File: config.mk
export PLATFORM = sky130hd
export DESIGN_NAME = bitty_seq_ctrl
export DESIGN_NICKNAME = d
export VERILOG_FILES = /design/src/rtl/bitty_seq_ctrl.sv
export SDC_FILE = /design/constraint.sdc
export NUM_CORES = 1
export LEC_CHECK = 0
export ABC_CLOCK_PERIOD_IN_PS = 4600
export BUFFER_PORTS_ARGS = -buffer_cell sky130_fd_sc_hd__buf_2
export CAP_MARGIN = 0
export CORE_MARGIN = 2
export CORE_UTILIZATION = 55
export CTS_BUF_LIST = sky130_fd_sc_hd__clkbuf_4
export DETAILED_ROUTE_END_ITERATION = 12
export PLACE_DENSITY_LB_ADDON = 0.1
export SLEW_MARGIN = 10
export SYNTH_ARGS = -nofsm -noshare
export SYNTH_HDL_FRONTEND = slang
export SYNTH_SLANG_ARGS = --single-unit
File: constraint.sdc
create_clock -name clk -period 4.6 [get_ports clk]
set_input_delay 0.92 -clock clk [delete_from_list [all_inputs] [get_ports clk]]
set_output_delay 0.92 -clock clk [all_outputs]
set_load 0.005 [all_outputs]
File: src/rtl/bitty_seq_ctrl.sv
// bitty_seq_ctrl: configurable instruction sequencer for the bitty core.
// Owns the program counter, handshakes with the UART fetch unit and the execution
// unit, and steers the shared UART. Also counts retired instructions, supports
// single-step/halt, runs an execution watchdog and an optional PC breakpoint.
//
// Optional feature macro: BITTY_SEQ_BREAKPOINT_EN (compile in the PC breakpoint).
//
// Ports:
//   clk, reset       clock, synchronous active-low reset
//   fetch_done/instr fetch unit handshake and instruction word
//   next_pc          PC target from branch logic, loaded during PC update
//   exec_done        execution unit finished the current instruction
//   step_mode/resume halt after each instruction / leave halt
//   bp_addr/bp_en    breakpoint address and enable
//   pc, pc_en        current PC (fetch address) and one-cycle update strobe
//   instr_q          latched current instruction
//   run              one-cycle start pulse to the execution unit
//   uart_sel         0 = fetch unit owns UART, 1 = execution unit
//   stop_for_rw      hold fetch unit off the UART during memory/IO instructions
//   halted           sequencer is halted
//   timeout_err      watchdog fired, sticky until reset
//   instr_count      retired-instruction count, wraps silently
module bitty_seq_ctrl #(
  parameter int unsigned       ADDR_W      = 8,
  parameter int unsigned       INSTR_W     = 16,
  parameter int unsigned       CNT_W       = 16,
  parameter int unsigned       SETTLE_CYC  = 2,
  parameter int unsigned       TIMEOUT_CYC = 65535,
  parameter logic [ADDR_W-1:0] RESET_PC    = '0
) (
  input  logic               clk,
  input  logic               reset,
  input  logic               fetch_done,
  input  logic [INSTR_W-1:0] instr,
  input  logic [ADDR_W-1:0]  next_pc,
  input  logic               exec_done,
  input  logic               step_mode,
  input  logic               resume,
  input  logic [ADDR_W-1:0]  bp_addr,
  input  logic               bp_en,
  output logic [ADDR_W-1:0]  pc,
  output logic               pc_en,
  output logic [INSTR_W-1:0] instr_q,
  output logic               run,
  output logic               uart_sel,
  output logic               stop_for_rw,
  output logic               halted,
  output logic               timeout_err,
  output logic [CNT_W-1:0]   instr_count
);

  localparam int unsigned WdW  = $clog2(TIMEOUT_CYC + 1);
  localparam int unsigned SetW = (SETTLE_CYC > 1) ? $clog2(SETTLE_CYC) : 1;

  typedef enum logic [2:0] {
    StFetch, StDecode, StPcUpd, StSettle, StExec, StWait, StHalt, StErr
  } state_e;

  state_e             state_q, state_d;
  logic [ADDR_W-1:0]  pc_q, pc_d;
  logic [INSTR_W-1:0] instr_qq, instr_d;
  logic               rw_q, rw_d;
  logic [CNT_W-1:0]   cnt_q, cnt_d;
  logic [SetW-1:0]    settle_q, settle_d;
  logic [WdW-1:0]     wd_q, wd_d;
  logic               bp_hit;

`ifdef BITTY_SEQ_BREAKPOINT_EN
  // pc already holds the next fetch address once the instruction is in WAIT.
  assign bp_hit = bp_en && (pc_q == bp_addr);
`else
  logic unused_bp;
  assign unused_bp = ^{bp_addr, bp_en};
  assign bp_hit    = 1'b0;
`endif

  always_comb begin
    state_d  = state_q;
    pc_d     = pc_q;
    instr_d  = instr_qq;
    rw_d     = rw_q;
    cnt_d    = cnt_q;
    settle_d = settle_q;
    wd_d     = wd_q;
    unique case (state_q)
      StFetch: begin
        if (fetch_done) begin
          instr_d = instr;
          state_d = StDecode;
        end
      end
      StDecode: begin
        rw_d    = (instr_qq[1:0] == 2'b11);
        state_d = StPcUpd;
      end
      StPcUpd: begin
        pc_d     = next_pc;
        settle_d = '0;
        state_d  = (SETTLE_CYC == 0) ? StExec : StSettle;
      end
      StSettle: begin
        if (settle_q == SetW'(SETTLE_CYC - 1)) begin
          state_d = StExec;
        end else begin
          settle_d = settle_q + SetW'(1);
        end
      end
      StExec: begin
        wd_d    = '0;
        state_d = StWait;
      end
      StWait: begin
        // exec_done wins over a watchdog expiry in the same cycle.
        if (exec_done) begin
          cnt_d   = cnt_q + CNT_W'(1);
          state_d = (step_mode || bp_hit) ? StHalt : StFetch;
        end else if (wd_q == WdW'(TIMEOUT_CYC)) begin
          state_d = StErr;
        end else begin
          wd_d = wd_q + WdW'(1);
        end
      end
      StHalt: begin
        if (resume) begin
          state_d = StFetch;
        end
      end
      StErr: begin
        state_d = StErr;
      end
    endcase
  end

  always_ff @(posedge clk) begin
    if (!reset) begin
      state_q  <= StFetch;
      pc_q     <= RESET_PC;
      instr_qq <= '0;
      rw_q     <= 1'b0;
      cnt_q    <= '0;
      settle_q <= '0;
      wd_q     <= '0;
    end else begin
      state_q  <= state_d;
      pc_q     <= pc_d;
      instr_qq <= instr_d;
      rw_q     <= rw_d;
      cnt_q    <= cnt_d;
      settle_q <= settle_d;
      wd_q     <= wd_d;
    end
  end

  // Moore decode of the registered state.
  assign pc          = pc_q;
  assign instr_q     = instr_qq;
  assign instr_count = cnt_q;
  assign pc_en       = (state_q == StPcUpd);
  assign run         = (state_q == StExec);
  assign uart_sel    = (state_q == StWait) && rw_q;
  assign stop_for_rw = (state_q == StWait) && rw_q;
  assign halted      = (state_q == StHalt);
  assign timeout_err = (state_q == StErr);

endmodule

==> results by group, run 1 <==
Outcome
  – Status: completed

Timing
  – Max Slew Vio Count: 0
  – Final setup vio count: 0
  – Final Hold Viols: 0
  – Clock Skew: ~0.013 ns
  – Tmin final: 2.91 ns
  – F_max: approximately 340 MHz
  – Setup_tns: 0 ns
  – Hold_ws: between 0.4 and 0.5 ns
  – Normalized max-slew margin: 52.7%
  – Tcrit/Tclk final: about 63%
  – Worst-margin pin slew: 0.709 ns
  – RSZ-0062 raised after global routing: no

Clock tree
  – CTS Buf Count: 9
  – CTS resizes: 0
  – Worst-path clk slew: 0.10 ns
  – CTS root buffer: clkbuf_4
  – Total clock sinks: roughly 60
  – Worst-Skew Late Latency: about 0.40 ns
  – Post-CTS Hold Buffers: 0
  – Post-CTS setup buffer count: 0
  – Clock buffer depth: 2
  – Htree depth: 3
  – CTS tree: done

Worst hold path
  – Min-Delay Path Class: flip-flop to flip-flop

Worst setup path
  – Worst path slowest cell: dfxtp_1
  – Worst endpoint required time: 3.68 ns
  – Crit path DAT: 1.99 ns
  – Slowest stage delay, CP: 0.62 ns
  – Worst setup EP type: output port
  – CP max FO: 17
  – Crit path max-delay family: flip-flops
  – Setup crit start kind: flip-flop
  – Crit Path Class: flip-flop to output port
  – Buf/Inv on CP: 2
  – Crit-path cells: nor2_1 -> nand2_1 -> clkinv_1 -> buf_2

Logic synthesis
  – Synth Cell Area: about 2800 um^2
  – Post-synthesis cell count: 324
  – Post-synthesis sequential area ratio: between 40% and 50%
  – EDFF count, synth: 0
  – Avg Synthesized Cell Area: between 8 and 9 um^2
  – Syn nets: between 300 and 400
  – YS warnings: 0
  – Ys async rst share: 0%
  – Most used DFF post-synth: dfxtp_1
  – Post-synthesis cell type count: 44
  – Synth Register Bits: 61

Place
  – RePlAce Congestion: 0.812
  – Post-DP HPWL: 3.81 mm
  – Placed insts: 452
  – Port buffer count: 75

Layout
  – Final cell count without fillers: 468
  – ANT cells: 0
  – Share of layout cells above drive strength 1: 24.7%
  – Net count, final: 437
  – Area growth from synthesis to layout: 19.6%

Power
  – Seq pwr share: 51.3%
  – Clock power share: 36.3%
  – Maximum VDD drop: 0.224 mV
  – Net Sw Frac: 26.6%
  – Internal power: 0.000834 W
  – Comb power frac: 12.4%
  – Power per cell area: 340 nW/um^2
  – Switch Pwr: around 0.00030 W
  – Leak: 1.49 nW

Drt
  – DRC viols: 0
  – Initial DRC count: 80
  – Vias/cell: 5.10
  – Drt pass-1 iters: 4
  – Antenna viol nets, final: 0
  – Post-Route WL: 5.55 mm
  – Wire length per cell: 11.9 um
  – Via Count: around 2,400

Global route
  – Number of global-route vias before repair: 2,250
  – Largest net degree at the start of global routing: 50
  – GRT Overall Usage: 21.2%
  – First-pass GRT wire length: between 9 and 10 mm
  – Congestion Overflow GR: 0
  – Initial antenna violation count: 0

Floorplanning
  – Num rows: 25
  – Die W: 75.2 um
  – Vert. Die Dim: 75.2 um
  – DIE AREA: 5660 um^2
  – I/O pin total: 85
  – Initial core utilization: 57.9%
  – Core Region: 4820 um^2

Job
  – MaxCap Viol Count: 0
-- per-stage QoR --
stage | cell area, um^2 | setup WS (ns) | power (W) | utilization (%)
final | 3340 | 1.69 | 0.00114 | 69.3
after global routing | 3340 | 1.47 | 0.00120 | 69.3
after CTS | 3340 | 1.68 | 0.00115 | 69.3
after detailed placement | 3180 | 2.14 | 0.000738 | 66.1
after global placement | 3180 | 2.15 | 0.000734 | 66.1
after floorplan | 2790 | 2.53 | 0.000683 | -
-- cell usage after synthesis, types with 2 or more instances --
cell       number  area (um^2)
buf_4           2         15.0
o2111ai_1       4         35.0
a21boi_0       28          210
o211ai_1        2         15.0
inv_1           6         22.5
clkbuf_1        9         33.8
xor2_1          9         78.8
nor3_1          3         15.0
nand4_1         4         25.0
xnor2_1        19          166
a21oi_1         4         20.0
nor2_1         22         82.6
o21ai_0         8         40.0
and2_1         16          100
ha_1            2         25.0
and3_1         16          100
nand3_1        16         80.1
dfxtp_1        61         1220
nand2_1        63          236
a211oi_1        3         22.5
nand2b_1        2         12.5
and4_1          3         26.3
-- area by class of cell --
class	instances	area (um^2)
fill	447	1480
multi-input combinational	242	1480
sequential	61	1220
timing repair buffer	75	375
clock inverter	7	90.1
tap	67	83.8
clock buffer	9	67.6
inverter	7	26.3
-- power by group through the flow --
stage | registers [W] | clock network [W] | logic (W)
2_1_floorplan | 0.000587 | 0 | 0.0000961
3_3_place_gp | 0.000593 | 0 | 0.000141
3_5_place_dp | 0.000595 | 0 | 0.000143
4_1_cts | 0.000583 | 0.000426 | 0.000143
5_1_grt | 0.000588 | 0.000444 | 0.000165
6_report | 0.000583 | 0.000413 | 0.000140
-- cells by family (layout without fill, tap and decap cells) --
logic type	Yosys count	count (layout)	synth area share, %
flops	61	61	43.7
simple gates	157	157	29.0
fa+ha+maj	2	2	0.896
compound gates	54	54	13.9
xor+xnor	28	28	8.79
buf+inv	21	98	3.41
mux	1	1	0.359
-- final timing paths --
path,slack [ns],from,endpoint,cells past startpoint
worst min register to register,0.47,instr_q[2]$_SDFFE_PN0P_,instr_q[2]$_SDFFE_PN0P_,2
worst max register to register,2.65,state_q[2]$_SDFFE_PN0P_,instr_count[15]$_SDFFE_PN0N_,5
worst min-delay path,0.47,instr_q[2]$_SDFFE_PN0P_,instr_q[2]$_SDFFE_PN0P_,2
worst max-delay path,1.69,state_q[2]$_SDFFE_PN0P_,pc_en,4
-- routing by layer --
| metal | wire length [um] | global-route usage [%] | up-vias | part of all wire (%) |
|---|---|---|---|---|
| met3 | 330 | 8.70 | 10 | 6.0 |
| met5 | 0 | 0 | - | 0 |
| li1 | - | - | 1254 | - |
| met1 | 2500 | 24.0 | 1065 | 45 |
| met4 | 61 | 6.82 | 0 | 1.1 |
| met2 | 2650 | 36.4 | 59 | 48 |
-- layout by cell type, fill, tap and decap left out, types with 6 or more instances in the layout --
master,count
buf_2,75
nand2_1,63
dfxtp_1,61
a21boi_0,28
nor2_1,22
xnor2_1,19
and3_1,16
nand3_1,16
and2_1,16
xor2_1,9
clkbuf_4,9
o21ai_0,8
inv_1,6
-- tightest hold or removal path, cell delays in order (launching register included) --
cell and delay [ns]:
dfxtp_1 0.32, nand2_1 0.04, a21boi_0 0.06
-- sequential cells by signal (all words and copies together) (netlist names) --
register	count
instr_count	16
wd_q	16
pc	8
rw_q	1
instr_q	16
settle_q	1
state_q	3
Power figures use the tool's default switching activity.
==> run 2, diff against run 1 <==
--- a/config.mk
+++ b/config.mk
@@ -5,11 +5,12 @@
 export SDC_FILE = /design/constraint.sdc
 export NUM_CORES = 1
 export LEC_CHECK = 0
-export ABC_CLOCK_PERIOD_IN_PS = 4600
+export ABC_AREA = 1
+export ABC_CLOCK_PERIOD_IN_PS = 2700
 export BUFFER_PORTS_ARGS = -buffer_cell sky130_fd_sc_hd__buf_2
 export CAP_MARGIN = 0
 export CORE_MARGIN = 2
-export CORE_UTILIZATION = 55
+export CORE_UTILIZATION = 53
 export CTS_BUF_LIST = sky130_fd_sc_hd__clkbuf_4
 export DETAILED_ROUTE_END_ITERATION = 12
 export PLACE_DENSITY_LB_ADDON = 0.1
==> constraint.sdc (replaced) <==
create_clock -name clk -period 2.7 [get_ports clk]
set_input_delay 0.54 -clock clk [delete_from_list [all_inputs] [get_ports clk]]
set_output_delay 0.54 -clock clk [all_outputs]
set_load 0.005 [all_outputs]
==> run 2 against run 1 <==
  * Power rose by 120%
  * Critical endpoint unchanged
  * Synthesized cell count is 25% higher
  * Largest cell class unchanged
  * Hold slack got worse by 0.066 ns
==> results by group, run 2 <==
Logic synthesis
  – Most used DFF post-synth: dfxtp_1
  – Ranking of synthesized cells by area: dfxtp_1, nand2_1, a21oi_1, nand3_1, nor2_1
  – Ys async rst share: 0%
  – Post-synthesis sequential area ratio: 42.6%
  – Synth Register Bits: 61
  – Avg Synthesized Cell Area: 7.07 um^2
  – Post-synthesis cell count: 405
  – EDFF count, synth: 0
  – Top cell type's share of synthesized area: between 40% and 50%
  – Cell with the most instances after synthesis: nand2_1
  – YS warnings: 0
  – Top cells by count, synth: nand2_1, dfxtp_1, a21oi_1, nand3_1, nor2_1
  – Post-synthesis cell type count: 32
  – Synth Cell Area: 2870 um^2
  – Syn nets: 446
  – Post-synth top area cell: dfxtp_1

Place
  – RePlAce Congestion: 0.801
  – Dpl ws: between 0.7 and 0.8 ns
  – Port buffer count: 75
  – Placed cell area: roughly 3300 um^2
  – Post-DP HPWL: 4.51 mm

Power
  – Maximum VDD drop: 0.452 mV
  – Internal power: 0.00163 W
  – Clock power share: 27.7%
  – Net Sw Frac: 35.4%
  – Seq pwr share: 42.7%
  – Leak: 1.50 nW
  – Switch Pwr: approximately 0.00089 W
  – Power per cell area: 740 nW/um^2
  – Comb power frac: about 30%

Worst setup path
  – Crit Path Class: flip-flop to output port
  – Crit-path cells: nor2_1 -> nand2_1 -> clkinv_1 -> buf_2
  – Slowest stage delay, CP: 0.51 ns
  – Setup crit start kind: flip-flop
  – CP max FO: 10
  – Worst r2r src: wd_q[0]$_SDFFE_PN0P_
  – Crit path DAT: 1.80 ns
  – Worst endpoint required time: 2.16 ns
  – Critical Path Start: state_q[2]$_SDFFE_PN0P_
  – Worst path slowest cell: dfxtp_1
  – Worst setup EP type: output port

Drt
  – Post-Route WL: 6.42 mm
  – Drt pass-1 iters: 5
  – Vias/cell: 5.10
  – DRC viols: 0
  – Wire length per cell: approximately 12 um
  – Initial DRC count: 121
  – Via Count: 2,822
  – Antenna viol nets, final: 0

Clock tree
  – CTS Buf Count: 9
  – CTS root buffer: clkbuf_4
  – Post-CTS Hold Buffers: 0
  – CTS resizes: 0
  – Worst-path clk slew: ~0.11 ns
  – Clock buffer depth: 2
  – Total clock sinks: 61
  – Post-CTS setup buffer count: 0
  – Htree depth: 3
  – Worst-Skew Late Latency: roughly 0.37 ns
  – CTS tree: done

Timing
  – Final Hold Viols: 0
  – Final setup vio count: 0
  – Worst-margin pin slew: 0.476 ns
  – Tmin final: 2.34 ns
  – Max Slew Vio Count: 0
  – Final WS setup: around 0.36 ns
  – F_max: 426 MHz
  – Tcrit/Tclk final: 86.8%
  – Clock Skew: around 0.015 ns
  – RSZ-0062 raised after global routing: no
  – Normalized max-slew margin: 68.2%
  – Setup_tns: 0 ns

Global route
  – Congestion Overflow GR: 0
  – First-pass GRT wire length: ~11 mm
  – Largest net degree at the start of global routing: 42
  – Number of global-route vias before repair: 2,576
  – GRT Overall Usage: between 20% and 30%
  – Initial antenna violation count: 0

Outcome
  – Status: completed

Floorplanning
  – Vert. Die Dim: 77.5 um
  – Num rows: 26
  – DIE AREA: 6010 um^2
  – Core Region: 5170 um^2
  – I/O pin total: 85
  – Die W: 77.5 um
  – Initial core utilization: 55.4%

Layout
  – ANT cells: 0
  – Share of layout cells above drive strength 1: around 22%
  – Final Cell Area: 3410 um^2
  – Fill cells: 460
  – Net count, final: 519
  – Most common library cell in the layout ignoring fill and taps: nand2_1
  – Most frequent cells in the layout: nand2_1, buf_2, dfxtp_1
  – Area growth from synthesis to layout: 19.0%

Worst hold path
  – Worst hold path startpoint: next_pc[6]
  – Min-Delay Path Class: input port to flip-flop

Job
  – MaxCap Viol Count: 0
run 2: changes by cell type after synthesis, sizes merged, moves of 5 or more:
cell    delta
a21boi    -29
a21oi     +49
and2      -16
and3      -16
inv       +28
nand2     +32
nand3     +36
nor2      +30
nor3       +6
o21ai      +5
xnor2     -18
xor2       -6
run 2: layout make-up:
| class | count | area, um^2 | share of cell area [%] |
|---|---|---|---|
| Clock inverter | 6 | 77.6 | 2.28 |
| Inverter | 36 | 135 | 3.96 |
| Tap cell | 70 | 87.6 | 2.57 |
| Sequential cell | 61 | 1220 | 35.8 |
| Clock buffer | 10 | 75.1 | 2.20 |
| Timing Repair Buffer | 77 | 390 | 11.4 |
| Multi-Input combinational cell | 293 | 1420 | 41.7 |
run 2: power groups by stage:
stage	combinational [W]	clock (W)	sequential [W]
floorplan	0.000561	0	0.00108
global placement	0.000737	0	0.00109
detailed placement	0.000750	0	0.00110
CTS	0.000755	0.000719	0.00108
global route	0.000861	0.000760	0.00109
finish	0.000748	0.000699	0.00108
run 2: critical path, delay by kind of cell, from the launching register on:
family / cells / cell delay, ns
and+or+nand+nor: 2 / 0.38
buffers and inverters: 2 / 0.54
DFF: 1 / 0.51
run 2: final timing paths:
check | depth (start not counted) | to | slack [ns]
setup / recovery | 4 | pc_en | 0.36
hold / removal | 3 | pc[6]$_SDFFE_PN0P_ | 0.40
setup reg to reg | 8 | wd_q[13]$_SDFFE_PN0P_ | 0.74
hold reg to reg | 2 | instr_q[5]$_SDFFE_PN0P_ | 0.47
run 2: cells by family (layout without fill, tap and decap cells):
family	Yosys count	count (layout)	synth area share (%)
AND/OR/NAND/NOR	218	218	34.7
AO/OA/AOI/OAI	69	69	12.8
flip-flops	61	61	42.6
buffers and inverters	51	129	7.73
XOR/XNOR	4	4	1.22
adder cells (fa/ha/maj)	2	2	0.873
run 2: per-layer routing:
layer  wire, um  track usage, %  up-vias  share of wire [%]
met4         27            7.14        0               0.42
met3        392            6.63        2                6.1
met5          0               0        -                  0
met2       2910            35.3       80                 45
met1       3090            29.8     1268                 48
li1           -               -     1472                  -
run 2: metrics by stage:
step / power [W] / cells / util, % / hold slack [ns]
floorplan: 0.00165 / 405 / - / 0.444
global placement: 0.00183 / 537 / 63.0 / 0.444
detailed placement: 0.00185 / 537 / 63.0 / 0.449
CTS: 0.00255 / 553 / 65.9 / 0.372
global route: 0.00272 / 553 / 65.9 / 0.357
finish: 0.00252 / 553 / 65.9 / 0.403
==> run 3, diff against run 2 <==
--- a/config.mk
+++ b/config.mk
@@ -6,7 +6,7 @@
 export NUM_CORES = 1
 export LEC_CHECK = 0
 export ABC_AREA = 1
-export ABC_CLOCK_PERIOD_IN_PS = 2700
+export ABC_CLOCK_PERIOD_IN_PS = 2540
 export BUFFER_PORTS_ARGS = -buffer_cell sky130_fd_sc_hd__buf_2
 export CAP_MARGIN = 0
 export CORE_MARGIN = 2
==> constraint.sdc (replaced) <==
create_clock -name clk -period 2.54 [get_ports clk]
set_input_delay 0.508 -clock clk [delete_from_list [all_inputs] [get_ports clk]]
set_output_delay 0.508 -clock clk [all_outputs]
set_load 0.005 [all_outputs]
==> run 3 against run 2 <==
  * Clock power grew 8.7%
  * Count of clock-buffer cells in the layout is 1 higher
  * Register-to-register slack worse by 0.17 ns
  * Global-route usage increased by 0.63 points
  * Wire length grew 2.1%
  * Largest power group unchanged
  * Power is 7.5% higher
  * Largest cell class unchanged
  * Die area is the same
  * Via count up 0.43%
  * Clock skew hardly changed
  * First-iteration DRC count grew 3.3%
==> results by group, run 3 (synthesized netlist as in run 2, its figures left out) <==
Timing
  – RSZ-0062 raised after global routing: no
  – Max Slew Vio Count: 0
  – Hold_ws: between 0.3 and 0.4 ns
  – Final setup vio count: 0
  – Clock Skew: ~0.015 ns
  – Final WS setup: 0.198 ns
  – Tcrit/Tclk final: 92.2%
  – Worst-margin pin slew: ~0.5 ns
  – F_max: 427 MHz
  – Final Hold Viols: 0
  – Setup_tns: 0 ns
  – Tmin final: about 2.3 ns
  – Normalized max-slew margin: around 67%

Layout
  – Area growth from synthesis to layout: 19.3%
  – Most frequent cells in the layout: nand2_1, buf_2, dfxtp_1
  – ANT cells: 0
  – Net count, final: slightly above 500
  – Most common library cell in the layout ignoring fill and taps: nand2_1
  – Share of layout cells above drive strength 1: 22.6%

Clock tree
  – Worst-path clk slew: 0.10 ns
  – Clock buffer depth: 2
  – Htree depth: 3
  – CTS root buffer: clkbuf_4
  – Post-CTS Hold Buffers: 0
  – Worst-Skew Late Latency: 0.41 ns
  – CTS Buf Count: 9
  – Total clock sinks: slightly above 60
  – CTS tree: done

Power
  – Leak: between 1 and 1.5 nW
  – Maximum VDD drop: between 0.4 and 0.5 mV
  – Power per cell area: 794 nW/um^2

Floorplanning
  – Core Region: 5170 um^2
  – DIE AREA: 6010 um^2
  – Num rows: 26
  – Die W: 77.5 um
  – Initial core utilization: 55.4%
  – I/O pin total: 85
  – Vert. Die Dim: ~78 um

Worst setup path
  – Crit path DAT: 1.83 ns
  – Crit Path Class: flip-flop to output port
  – Slowest stage delay, CP: about 0.51 ns
  – Crit path max-delay family: flip-flops
  – Worst r2r src: wd_q[0]$_SDFFE_PN0P_
  – R2r setup slk: 0.57 ns
  – Crit-path cells: nor2_1 -> nand2_1 -> clkinvlp_4 -> buf_2
  – Worst path slowest cell: dfxtp_1
  – R2r endpoint: wd_q[9]$_SDFFE_PN0P_
  – CP max FO: 10
  – Cells on worst reg2reg path: 8
  – Critical Path Start: state_q[2]$_SDFFE_PN0P_
  – Worst setup EP type: output port
  – Crit path depth: 4
  – Buf/Inv on CP: 2
  – Setup crit start kind: flip-flop
  – Worst endpoint required time: approximately 2.0 ns
  – Setup crit end: pc_en

Place
  – Dpl ws: 0.607 ns
  – RePlAce Congestion: 0.792
  – Post-DP HPWL: 4.63 mm
  – Port buffer count: 75

Global route
  – First-pass GRT wire length: 11.3 mm
  – Number of global-route vias before repair: 2,626
  – Largest net degree at the start of global routing: between 40 and 50
  – GRT Overall Usage: around 23%
  – Congestion Overflow GR: 0
  – Initial antenna violation count: 0

Drt
  – Vias/cell: 5.12
  – Via Count: 2,834
  – Drt pass-1 iters: 4
  – Initial DRC count: 125
  – Post-Route WL: 6.55 mm
  – DRC viols: 0
  – Wire length per cell: 11.8 um
  – Antenna viol nets, final: 0

Job
  – MaxCap Viol Count: 0

Outcome
  – Status: completed

Worst hold path
  – Min-Delay Path Class: input port to flip-flop
-- run 3: cell count changes in the layout (fill, tap and decap cells not counted), sizes merged --
cell,delta
clkinv,-3
clkinvlp,+2
clkbuf,+1
-- run 3: power by group --
group / switching (W) / internal (W) / total [W]
Sequential: 0.0000823 / 0.00107 / 0.00115
Clock: 0.000345 / 0.000416 / 0.000760
Combinational: 0.000539 / 0.000267 / 0.000806
-- run 3: area by class of cell --
| type | count | area [um^2] |
|---|---|---|
| fill | 493 | 1750 |
| multi-input combinational | 293 | 1420 |
| sequential | 61 | 1220 |
| timing repair buffer | 77 | 390 |
| inverter | 36 | 139 |
| tap | 70 | 87.6 |
| clock buffer | 11 | 82.6 |
| clock inverter | 5 | 75.1 |
-- run 3: what timing repair did --
action	4_1_cts	5_1_grt
setup buffers	0	0
resized for setup	0	1
setup endpoints to repair	0	1
-- run 3: how the worst min path moves through the flow --
stage               cells past startpoint                 endpoint  slack (ns)                    start
floorplan                               2        rw_q$_SDFFE_PN0P_        0.44        rw_q$_SDFFE_PN0P_
global placement                        2  instr_q[7]$_SDFFE_PN0P_        0.44  instr_q[7]$_SDFFE_PN0P_
detailed placement                      2  instr_q[9]$_SDFFE_PN0P_        0.45  instr_q[9]$_SDFFE_PN0P_
CTS                                     3       pc[5]$_SDFFE_PN0P_        0.32               next_pc[5]
global route                            3       pc[0]$_SDFFE_PN0P_        0.33               next_pc[0]
finish                                  3       pc[2]$_SDFFE_PN0P_        0.34               next_pc[2]
-- run 3: per-stage QoR --
step / power, W / util, % / instances / instance area [um^2]
after detailed placement: 0.00197 / 63.0 / 537 / 3260
after global placement: 0.00195 / 63.0 / 537 / 3260
after floorplan: 0.00175 / - / 405 / 2870
after CTS: 0.00274 / 66.0 / 553 / 3410
after global routing: 0.00291 / 66.1 / 553 / 3420
final: 0.00271 / 66.1 / 553 / 3420
-- run 3: layer usage --
metal  global-route usage [%]  vias to the layer above  share of wire (%)
met1                     28.3                     1269                 45
met5                        0                        -                  0
met4                     6.96                        0                1.2
met2                     38.4                       83                 47
met3                     7.91                        9                6.5
li1                         -                     1473                  -
-- run 3: worst reg2reg max path, cell delays in order (launching register included) --
cell,delay [ns]
dfxtp_1,0.38
ha_1,0.21
nand2_1,0.08
nor2_2,0.16
nand2_2,0.12
o21ai_4,0.39
nand2_4,0.26
a21oi_1,0.21
nor2_1,0.06
